<file path="src/rtl/bce_batch_loss_accumulator_pkg.sv">
// Shared FP32 constants and accumulator state encodings.
// Used by: bce_acc_ctrl, bce_batch_loss_accumulator.
// No ports.
package bce_batch_loss_accumulator_pkg;

    localparam logic [31:0] FP32_ZERO    = 32'h0000_0000;
    localparam int          FP32_EXP_MSB = 30;
    localparam int          FP32_EXP_LSB = 23;

    localparam logic [1:0] ACC_S_ACCUM = 2'd0;
    localparam logic [1:0] ACC_S_SCALE = 2'd1;
    localparam logic [1:0] ACC_S_HOLD  = 2'd2;

    typedef enum logic [1:0] {
        ST_ACCUM = ACC_S_ACCUM,
        ST_SCALE = ACC_S_SCALE,
        ST_HOLD  = ACC_S_HOLD
    } acc_state_t;

    // True for Inf and NaN encodings (all-ones exponent).
    function automatic logic fp32_exp_all_ones(input logic [31:0] v);
        return v[FP32_EXP_MSB:FP32_EXP_LSB] == 8'hFF;
    endfunction

endpackage

</file>
<file path="src/rtl/bce_acc_ctrl.sv">
// Batch sequencing FSM and sample counter for the loss accumulator.
// Ports: clk, rst_n, flush, in_valid, out_ready (inputs);
//        in_ready, out_valid, sample_cnt, acc_en, acc_clr, scale_en (outputs).
//
// state    | meaning
// ---------+-----------------------------------------------
// ST_ACCUM | accepting samples, summing into acc
// ST_SCALE | one cycle: mean_loss <= acc * INV_BATCH
// ST_HOLD  | mean_loss presented, waiting for out_ready
module bce_acc_ctrl
    import bce_batch_loss_accumulator_pkg::*;
#(
    parameter int BATCH_SIZE = 4,
    parameter int CNT_W      = 8
) (
    input  logic             clk,
    input  logic             rst_n,
    input  logic             flush,
    input  logic             in_valid,
    input  logic             out_ready,
    output logic             in_ready,
    output logic             out_valid,
    output logic [CNT_W-1:0] sample_cnt,
    output logic             acc_en,
    output logic             acc_clr,
    output logic             scale_en
);

    localparam logic [CNT_W-1:0] LAST_CNT = CNT_W'(BATCH_SIZE - 1);

    acc_state_t       state, state_nxt;
    logic [CNT_W-1:0] cnt_nxt;

    always_ff @(posedge clk or negedge rst_n) begin
        if (!rst_n) begin
            state      <= ST_ACCUM;
            sample_cnt <= '0;
        end else begin
            state      <= state_nxt;
            sample_cnt <= cnt_nxt;
        end
    end

    always_comb begin
        state_nxt = state;
        cnt_nxt   = sample_cnt;
        in_ready  = 1'b0;
        out_valid = 1'b0;
        acc_en    = 1'b0;
        acc_clr   = 1'b0;
        scale_en  = 1'b0;
        unique case (state)
            ST_ACCUM: begin
                in_ready = 1'b1;
                if (in_valid && !flush) begin
                    acc_en = 1'b1;
                    if (sample_cnt == LAST_CNT) begin
                        cnt_nxt   = '0;
                        state_nxt = ST_SCALE;
                    end else begin
                        cnt_nxt = sample_cnt + CNT_W'(1);
                    end
                end
            end
            ST_SCALE: begin
                if (!flush) begin
                    scale_en  = 1'b1;
                    state_nxt = ST_HOLD;
                end
            end
            ST_HOLD: begin
                out_valid = 1'b1;
                if (out_ready) begin
                    acc_clr   = 1'b1;
                    state_nxt = ST_ACCUM;
                end
            end
            default: state_nxt = ST_ACCUM;
        endcase
        // Flush overrides any handshake in the same cycle.
        if (flush) begin
            acc_clr   = 1'b1;
            cnt_nxt   = '0;
            state_nxt = ST_ACCUM;
        end
    end

endmodule

</file>
<file path="src/rtl/spfp_adder_subtractor.sv">
// Combinational FP32 adder/subtractor (result = a + b, or a - b when sub=1).
// Truncating rounding, denormal inputs/outputs flushed to zero,
// NaN yields canonical quiet NaN, Inf propagates, Inf - Inf gives NaN.
// Ports: a, b (FP32 operands), sub (1 = subtract), result (FP32).
module spfp_adder_subtractor (
    input  logic [31:0] a,
    input  logic [31:0] b,
    input  logic        sub,
    output logic [31:0] result
);

    logic        sa, sb;
    logic [7:0]  ea, eb;
    logic [22:0] ma, mb;
    logic        a_nan, b_nan, a_inf, b_inf, a_big;
    logic        s_big, s_small;
    logic [7:0]  e_big, e_small, e_diff;
    logic [23:0] f_big, f_small;
    logic [27:0] mag, norm;
    logic [22:0] mant;
    int          lead;
    int          e_res;

    assign sa    = a[31];
    assign sb    = b[31] ^ sub;
    assign ea    = a[30:23];
    assign eb    = b[30:23];
    assign ma    = a[22:0];
    assign mb    = b[22:0];
    assign a_nan = (ea == 8'hFF) && (ma != 23'd0);
    assign b_nan = (eb == 8'hFF) && (mb != 23'd0);
    assign a_inf = (ea == 8'hFF) && (ma == 23'd0);
    assign b_inf = (eb == 8'hFF) && (mb == 23'd0);
    assign a_big = {ea, ma} >= {eb, mb};

    always_comb begin
        s_big   = a_big ? sa : sb;
        s_small = a_big ? sb : sa;
        e_big   = a_big ? ea : eb;
        e_small = a_big ? eb : ea;
        f_big   = (e_big == 8'd0)   ? 24'd0 : {1'b1, (a_big ? ma : mb)};
        f_small = (e_small == 8'd0) ? 24'd0 : {1'b1, (a_big ? mb : ma)};
        e_diff  = e_big - e_small;

        // Three guard bits below the mantissa, one carry bit above.
        if (s_big == s_small)
            mag = {1'b0, f_big, 3'b000} + ({1'b0, f_small, 3'b000} >> e_diff);
        else
            mag = {1'b0, f_big, 3'b000} - ({1'b0, f_small, 3'b000} >> e_diff);

        lead = 0;
        for (int i = 0; i < 28; i++) begin
            if (mag[i]) lead = i;
        end
        norm  = mag << (27 - lead);
        mant  = 23'(norm >> 4);
        e_res = int'(e_big) + lead - 26;

        if (a_nan || b_nan || (a_inf && b_inf && (sa != sb)))
            result = 32'h7FC0_0000;
        else if (a_inf)
            result = {sa, 8'hFF, 23'd0};
        else if (b_inf)
            result = {sb, 8'hFF, 23'd0};
        else if (mag == 28'd0)
            result = 32'h0000_0000;
        else if (e_res >= 255)
            result = {s_big, 8'hFF, 23'd0};
        else if (e_res <= 0)
            result = {s_big, 31'd0};
        else
            result = {s_big, 8'(e_res), mant};
    end

endmodule

</file>
<file path="src/rtl/spfp_multiplier.sv">
// Combinational FP32 multiplier (result = a * b).
// Truncating rounding, denormals flushed to zero, NaN yields canonical quiet
// NaN, Inf propagates, Inf * 0 gives NaN.
// Ports: a, b (FP32 operands), result (FP32).
module spfp_multiplier (
    input  logic [31:0] a,
    input  logic [31:0] b,
    output logic [31:0] result
);

    logic        s;
    logic [7:0]  ea, eb;
    logic [22:0] ma, mb;
    logic        a_nan, b_nan, a_inf, b_inf, a_zero, b_zero;
    logic [47:0] prod;
    logic [22:0] mant;
    int          e_res;

    assign s      = a[31] ^ b[31];
    assign ea     = a[30:23];
    assign eb     = b[30:23];
    assign ma     = a[22:0];
    assign mb     = b[22:0];
    assign a_nan  = (ea == 8'hFF) && (ma != 23'd0);
    assign b_nan  = (eb == 8'hFF) && (mb != 23'd0);
    assign a_inf  = (ea == 8'hFF) && (ma == 23'd0);
    assign b_inf  = (eb == 8'hFF) && (mb == 23'd0);
    assign a_zero = (ea == 8'd0);
    assign b_zero = (eb == 8'd0);

    always_comb begin
        prod = {24'd0, 1'b1, ma} * {24'd0, 1'b1, mb};
        // Product of two [1,2) mantissas lies in [1,4); renormalise by one bit.
        if (prod[47]) begin
            mant  = 23'(prod >> 24);
            e_res = int'(ea) + int'(eb) - 126;
        end else begin
            mant  = 23'(prod >> 23);
            e_res = int'(ea) + int'(eb) - 127;
        end

        if (a_nan || b_nan || (a_inf && b_zero) || (b_inf && a_zero))
            result = 32'h7FC0_0000;
        else if (a_inf || b_inf)
            result = {s, 8'hFF, 23'd0};
        else if (a_zero || b_zero)
            result = {s, 31'd0};
        else if (e_res >= 255)
            result = {s, 8'hFF, 23'd0};
        else if (e_res <= 0)
            result = {s, 31'd0};
        else
            result = {s, 8'(e_res), mant};
    end

endmodule

</file>
<file path="src/rtl/bce_batch_loss_accumulator.sv">
// Batch mean of FP32 per-sample BCE losses: sums BATCH_SIZE accepted samples,
// multiplies by INV_BATCH (must equal 1/BATCH_SIZE) and holds the mean on a
// valid/ready output until taken.
// Ports: clk, rst_n, flush, loss_val[31:0], in_valid, out_ready (inputs);
//        in_ready, mean_loss[31:0], out_valid, sample_cnt[CNT_W-1:0] (outputs);
//        nan_flag (output, only with BCE_ACC_NAN_FLAG_EN defined).
// Build option: BCE_ACC_NAN_FLAG_EN adds a sticky per-batch Inf/NaN input flag.
module bce_batch_loss_accumulator
    import bce_batch_loss_accumulator_pkg::*;
#(
    parameter int          BATCH_SIZE = 4,
    parameter logic [31:0] INV_BATCH  = 32'h3E80_0000,
    parameter int          CNT_W      = 8
) (
    input  logic             clk,
    input  logic             rst_n,
    input  logic             flush,
    input  logic [31:0]      loss_val,
    input  logic             in_valid,
    output logic             in_ready,
    output logic [31:0]      mean_loss,
    output logic             out_valid,
    input  logic             out_ready,
    output logic [CNT_W-1:0] sample_cnt
`ifdef BCE_ACC_NAN_FLAG_EN
    ,
    output logic             nan_flag
`endif
);

    logic        acc_en, acc_clr, scale_en;
    logic [31:0] acc, acc_sum, acc_scaled;

    bce_acc_ctrl #(
        .BATCH_SIZE (BATCH_SIZE),
        .CNT_W      (CNT_W)
    ) u_ctrl (
        .clk        (clk),
        .rst_n      (rst_n),
        .flush      (flush),
        .in_valid   (in_valid),
        .out_ready  (out_ready),
        .in_ready   (in_ready),
        .out_valid  (out_valid),
        .sample_cnt (sample_cnt),
        .acc_en     (acc_en),
        .acc_clr    (acc_clr),
        .scale_en   (scale_en)
    );

    spfp_adder_subtractor u_add (
        .a      (acc),
        .b      (loss_val),
        .sub    (1'b0),
        .result (acc_sum)
    );

    spfp_multiplier u_mul (
        .a      (acc),
        .b      (INV_BATCH),
        .result (acc_scaled)
    );

    always_ff @(posedge clk or negedge rst_n) begin
        if (!rst_n) begin
            acc       <= FP32_ZERO;
            mean_loss <= FP32_ZERO;
        end else begin
            if (acc_clr)
                acc <= FP32_ZERO;
            else if (acc_en)
                acc <= acc_sum;
            if (scale_en)
                mean_loss <= acc_scaled;
        end
    end

`ifdef BCE_ACC_NAN_FLAG_EN
    always_ff @(posedge clk or negedge rst_n) begin
        if (!rst_n)
            nan_flag <= 1'b0;
        else if (acc_clr)
            nan_flag <= 1'b0;
        else if (acc_en && fp32_exp_all_ones(loss_val))
            nan_flag <= 1'b1;
    end
`endif

endmodule
</file>
<file path="config.mk">
export PLATFORM = sky130hd
export DESIGN_NAME = bce_batch_loss_accumulator
export DESIGN_NICKNAME = d
export VERILOG_FILES = /design/src/rtl/bce_batch_loss_accumulator_pkg.sv /design/src/rtl/bce_acc_ctrl.sv /design/src/rtl/spfp_adder_subtractor.sv /design/src/rtl/spfp_multiplier.sv /design/src/rtl/bce_batch_loss_accumulator.sv
export SDC_FILE = /design/constraint.sdc
export NUM_CORES = 1
export LEC_CHECK = 0
export CAP_MARGIN = 10
export CELL_PAD_IN_SITES_DETAIL_PLACEMENT = 0
export CELL_PAD_IN_SITES_GLOBAL_PLACEMENT = 1
export CORE_MARGIN = 4
export CORE_UTILIZATION = 49
export CTS_CLUSTER_SIZE = 30
export DETAILED_ROUTE_END_ITERATION = 12
export PLACE_DENSITY_LB_ADDON = 0.1
export SLEW_MARGIN = 30
export SYNTH_ARGS = -nofsm -noshare
export SYNTH_HDL_FRONTEND = slang
export SYNTH_HIERARCHICAL = 1
export SYNTH_SLANG_ARGS = --single-unit
</file>
<file path="constraint.sdc">
create_clock -name clk -period 27.8 [get_ports clk]
set_clock_uncertainty 0.1 [all_clocks]
set_input_delay 5.56 -clock clk [delete_from_list [all_inputs] [get_ports clk]]
set_output_delay 5.56 -clock clk [all_outputs]
set_load 0.02 [all_outputs]
</file>
=== Word-level counts from Yosys, hierarchy flattened ===
Cells that the tools add are included.

* Flip-flop bits (word level): 74
* Output and inout bits: 42

* Equal/unequal tests: 11
* Muxes and demuxes: 67
* Add/sub/neg operators: 9
* Shift operators: 2
* Reduce and logical (&&, ||, !) cells: 25
* Magnitude comparators: 5

{| class="wikitable"
|+ Operators with widths
! kind !! count
|-
| 32-bit 2-to-1 mux || 7
|-
| 31-bit 2-to-1 mux || 6
|-
| 32-bit by 9-bit greater-or-equal comparator with 1-bit output, second input constant || 2
|-
| 32-bit by 1-bit less-or-equal comparator with 1-bit output, second input constant || 2
|-
| 5-bit 2-to-1 mux || 12
|-
| 24-bit 2-to-1 mux || 2
|-
| 8-bit 2-to-1 mux || 6
|-
| 23-bit zero test || 2
|-
| 23-bit 2-to-1 mux || 2
|-
| 23-bit nonzero test || 2
|-
| 4-bit 2-to-1 mux || 8
|-
| 28-bit by 32-bit left shift with 27-bit output || 1
|-
| 32-bit by 6-bit subtractor with 32-bit output, second input constant || 1
|-
| 32-bit by 8-bit subtractor with 32-bit output, second input constant || 1
|-
| 31-bit greater-or-equal comparator || 1
|-
| 27-bit by 28-bit adder with 28-bit output || 1
|-
| 28-bit zero test || 1
|-
| 28-bit 2-to-1 mux || 1
|-
| 27-bit by 8-bit right shift with 28-bit output || 1
|-
| 27-bit by 28-bit subtractor with 28-bit output || 1
|-
| 8-bit zero test || 3
|-
| 8-bit == test, second input constant || 2
|-
| 1-bit 2-to-1 mux || 12
|-
| 2-bit 2-to-1 mux || 6
|-
| 21 further kinds || 36
|}

=== Depth between registers and ports, before layout ===
* Depth after elaboration: 45
* Gate-level depth with buffers: 73
* Mapped depth without buffers: 64

=== Cells and area by module ===
Netlist, hierarchy kept.

{| class="wikitable"
|+ Modules (own cells, without submodules)
! module !! instances !! cells each !! area each (µm²)
|-
| spfp_multiplier || 1 || 2264 || 19489.9
|-
| spfp_adder_subtractor || 1 || 1539 || 9913.3
|-
| bce_batch_loss_accumulator || 1 || 173 || 2646.3
|-
| bce_acc_ctrl || 1 || 65 || 596.8
|}

=== Worst setup path after synthesis ===
Ideal clock, no wire load.

* Kind: input -> register
* From: input port loss_val[27]
* To: register acc[13]
* Buffers on the path: 8
* Data required time: 27.628 ns
* Arrival time: 18.234 ns
* Cell stages on the path: 68
* Path slack: 9.393 ns
* Cell sequence: inv_1 ha_1 a21o_1 a211o_1 o221ai_2 nand4_1 nor2_2 buf_2 clkbuf_1 buf_1 a21oi_1 ha_1 a41o_1 or3_1 buf_2 nand2_2 clkbuf_1 buf_1 (+32 left out) a21oi_1 o21bai_1 a21oi_1 inv_1 a21oi_1 nor2_1 nor2_1 ha_1 nand4b_1 nor2_1 a31oi_1 nand2_1 nor4_1 nand3_1 or3_1 nand3_1 mux2i_1 nor2_1

* Longest elaborated chain between the ends: 45

{| class="wikitable"
|+ Ends and longest elaborated chain
! what !! RTL line !! source
|-
| start, declared || bce_batch_loss_accumulator.sv:18 || <nowiki>input logic [31:0] loss_val,</nowiki>
|-
| branches (longest 42 deep; another with 31-bit greater-or-equal comparator) || -- ||
|-
| 32-bit 2-to-1 mux (*) || spfp_adder_subtractor.sv:59 || <nowiki>if (a_nan || b_nan || (a_inf && b_inf && (sa != sb)))</nowiki>
|-
| net acc_sum[13] || bce_batch_loss_accumulator.sv:32 || <nowiki>logic [31:0] acc, acc_sum, acc_scaled;</nowiki>
|-
| 32-bit 2-to-1 mux (*) || bce_batch_loss_accumulator.sv:71 || <nowiki>else if (acc_en)</nowiki>
|-
| 32-bit 2-to-1 mux (*) || bce_batch_loss_accumulator.sv:69 || <nowiki>if (acc_clr)</nowiki>
|-
| end signal, assigned || bce_batch_loss_accumulator.sv:72 || <nowiki>acc <= acc_sum;</nowiki>
|-
| end, declared || bce_batch_loss_accumulator.sv:32 ||
|}

Mark *: on every way through the listed nets, which the timed path passes. The select of a mux whose other input is x is not followed.
A chain may end at the register's enable or synchronous reset.

=== Worst setup path after layout ===
* From: input port loss_val[23]
* To: register acc[18]

Same word-level chain as after synthesis.

==> reports/results.ini <==
[global_route]
antenna_found_initial = 4
grt_pass1_vias = 28826
grt_pass1_wl_mm = 167
globalRouteOverflowTotal = 0
gr-usage-all-layers = 0.302
grt_max_degree = 75

[setup_path]
crit_required_ns = 28.00
slowest_delay_ns = 0.85
crit_arrival_ns = 21.74
r2r-end = acc[18]$_DFFE_PN0P_
end_kind = flop
reg2reg_depth = 63
reg2reg_slack_ns = 11.54
r2r_start = acc[23]$_DFFE_PN0P_
path_max_fanout = 56
crit_family = compound AO/OA/AOI/OAI gates
critPathKind = in -> reg
worst-path-buf-inv = 10
critPathSlowestCell = a2111oi_4
cpMostUsedCell = nor2_1
start_kind = input pin

[worst_hold_path]
hold_depth = 1
worstHoldEndpoint = mean_loss[29]$_DFFE_PN0P_
hold_class = reg -> reg
min_from = mean_loss[29]$_DFFE_PN0P_

[clocking]
cts_buffers = 9
htree_num_levels = 3
cts_sinks = 74
post_cts_buffers = 0
root_buffer = clkbuf_16
clkTransAtPathRegs_ns = 0.07
clkLatencyLatePin_ns = 0.37
cts.hold.buffers_added = 0
cts_tree = built
clk_path_buf_depth = 2
cts_resized = 0

[timing]
setup_tns_ns = 0
slew_headroom = 0.371
period_minus_slack_ns = 21.55
tightest_slew_ns = 0.935
fmax_mhz = 46.4
fin_crit_sh = 0.775
finalHoldViolCount = 0
grt_setup_unrepaired = false
whs_ns = 0.406
setup_viol = 0
slew_violations = 0

[floorplan]
core_mm2 = 0.0659
die_area_mm2 = 0.0708
start_util = 0.496
io_pins = 79
die-height_um = 266
die_w_um = 266
fp-row-count = 94

[synth]
ys_types = 124
synth_most_common_cell = inv_1
ys_top_cells_by_area = fa_1 30%, ha_1 11%, inv_1 7.8%
synthTopCellsByCount = 675 x inv_1, 527 x nand2_1, 484 x fa_1
netlist_area_mm2 = 0.0326
yosysWarningCount = 6
async_flop_share = 1.00
syn_area_per_cell_um2 = 8.08
syn-instance-count = 4041
synth_top_area_frac = 0.297
synth-edff-count = 0
ys.flop_type = dfrtp_1
ys_ff_latch = 74
seq_area_frac_synth = 0.0567
yosysTopAreaCell = fa_1

[power]
power_density_mw_per_mm2 = 41.7
ir_worst_vdd_mv = 0.0442
design_power_total_mw = 1.46
leakage_nw = 17.1

[layout]
fillers = 6592
drive_gt1_frac = 0.0494
final_cells = 5016
nets = 4947
area_delta_synth_final_pct = 6.97

[placed_design]
portBuffers = 78
numPlacedInstances = 4999
dp.final_hpwl_mm = 82.7
globalplace.congestion = 0.934

[drt]
routed_wl_mm = 107
wire_per_inst_um = 21.4
drc_errors = 0
dr_total_vias = 28605
firstDrtPassIters = 6
drt_iter0_markers = 2363
vias_per_cell = 5.70
antenna_left = 0

[outcome]
outcome = complete, no violations

[run]
cap_violations = 0

cells by family (layout without fill, tap and decap cells):
logic type | count (synthesis) | count (layout) | synth area share
AO/OA/AOI/OAI | 686 | 686 | 0.145
buffers and inverters | 886 | 814 | 0.107
other | 2 | 185 | 0.000230
XOR/XNOR | 70 | 70 | 0.0190
adder cells (fa/ha/maj) | 764 | 764 | 0.404
flip-flops | 74 | 74 | 0.0567
AND/OR/NAND/NOR | 1404 | 1404 | 0.212
multiplexers | 155 | 155 | 0.0562
worst register-to-register path: cells and delay by family (launching register included):
family | cells | cell delay (ns)
and+or+nand+nor | 19 | 4.28
muxes | 1 | 0.08
DFF | 1 | 0.53
buffers and inverters | 8 | 2.57
AOI/OAI and AO/OA | 28 | 6.44
adders and majority gates | 7 | 2.25
power breakdown:
group	switching [mW]	internal, mW
logic	0.768	0.431
registers	0.00975	0.115
clock network	0.0526	0.0789
registers in the layout, summed over array words and instances, names as in the netlist:
signal / count
u_ctrl/state: 2
u_ctrl/sample_cnt: 8
acc: 32
mean_loss: 32
metrics by stage:
step                      area (um^2)  worst slack [ns]  utilization
final                           34900              6.25        0.530
after detailed placement        34600              6.26        0.525
after floorplan                 33300              9.39            -
after CTS                       34900              6.60        0.530
after global placement          34600              6.28        0.525
after global routing            34900              5.07        0.530
area by class of cell:
type / count / area [um^2] / area share
Clock buffer: 10 / 229 / 0.00656
Clock inverter: 6 / 91.3 / 0.00262
Timing Repair Buffer: 116 / 1070 / 0.0306
Multi-Input combinational cell: 3263 / 28000 / 0.803
Antenna cell: 1 / 2.50 / 0.0000717
Inverter: 682 / 2560 / 0.0734
Tap cell: 864 / 1080 / 0.0310
Sequential cell: 74 / 1850 / 0.0530
how the worst max path moves through the flow:
stage                       startpoint                   to  slack, ns  cells after the start
after floorplan           loss_val[27]  acc[13]$_DFFE_PN0P_       9.39                     68
after global placement    loss_val[23]  acc[13]$_DFFE_PN0P_       6.28                     65
after detailed placement  loss_val[23]  acc[18]$_DFFE_PN0P_       6.26                     65
after CTS                 loss_val[23]  acc[18]$_DFFE_PN0P_       6.60                     65
after global routing      loss_val[23]  acc[14]$_DFFE_PN0P_       5.07                     65
final                     loss_val[23]  acc[18]$_DFFE_PN0P_       6.25                     65
layer usage:
metal | share of wire | up-vias | track usage
met5 | 0 | - | 0
met4 | 0.040 | 0 | 0.100
met2 | 0.46 | 1037 | 0.487
met1 | 0.44 | 14106 | 0.423
met3 | 0.060 | 199 | 0.0372
li1 | - | 13263 | -
placed cells by master, fill, tap and decap left out, types with 36 or more instances in the layout:
cell             count
nor3_1              67
fa_1               484
nand2_1            526
buf_4               38
nand3_1             63
ha_1               279
dfrtp_1             74
and2_1             235
o21ai_0            116
inv_1              674
nor2_1             229
a21o_1              44
xnor2_1             43
a211oi_1            36
a21oi_1            187
nand4_1             39
mux2i_1            100
conb_1             184
clkdlybuf4s50_1     77
nor4_1              38
(Power assumes the default switching activity.)
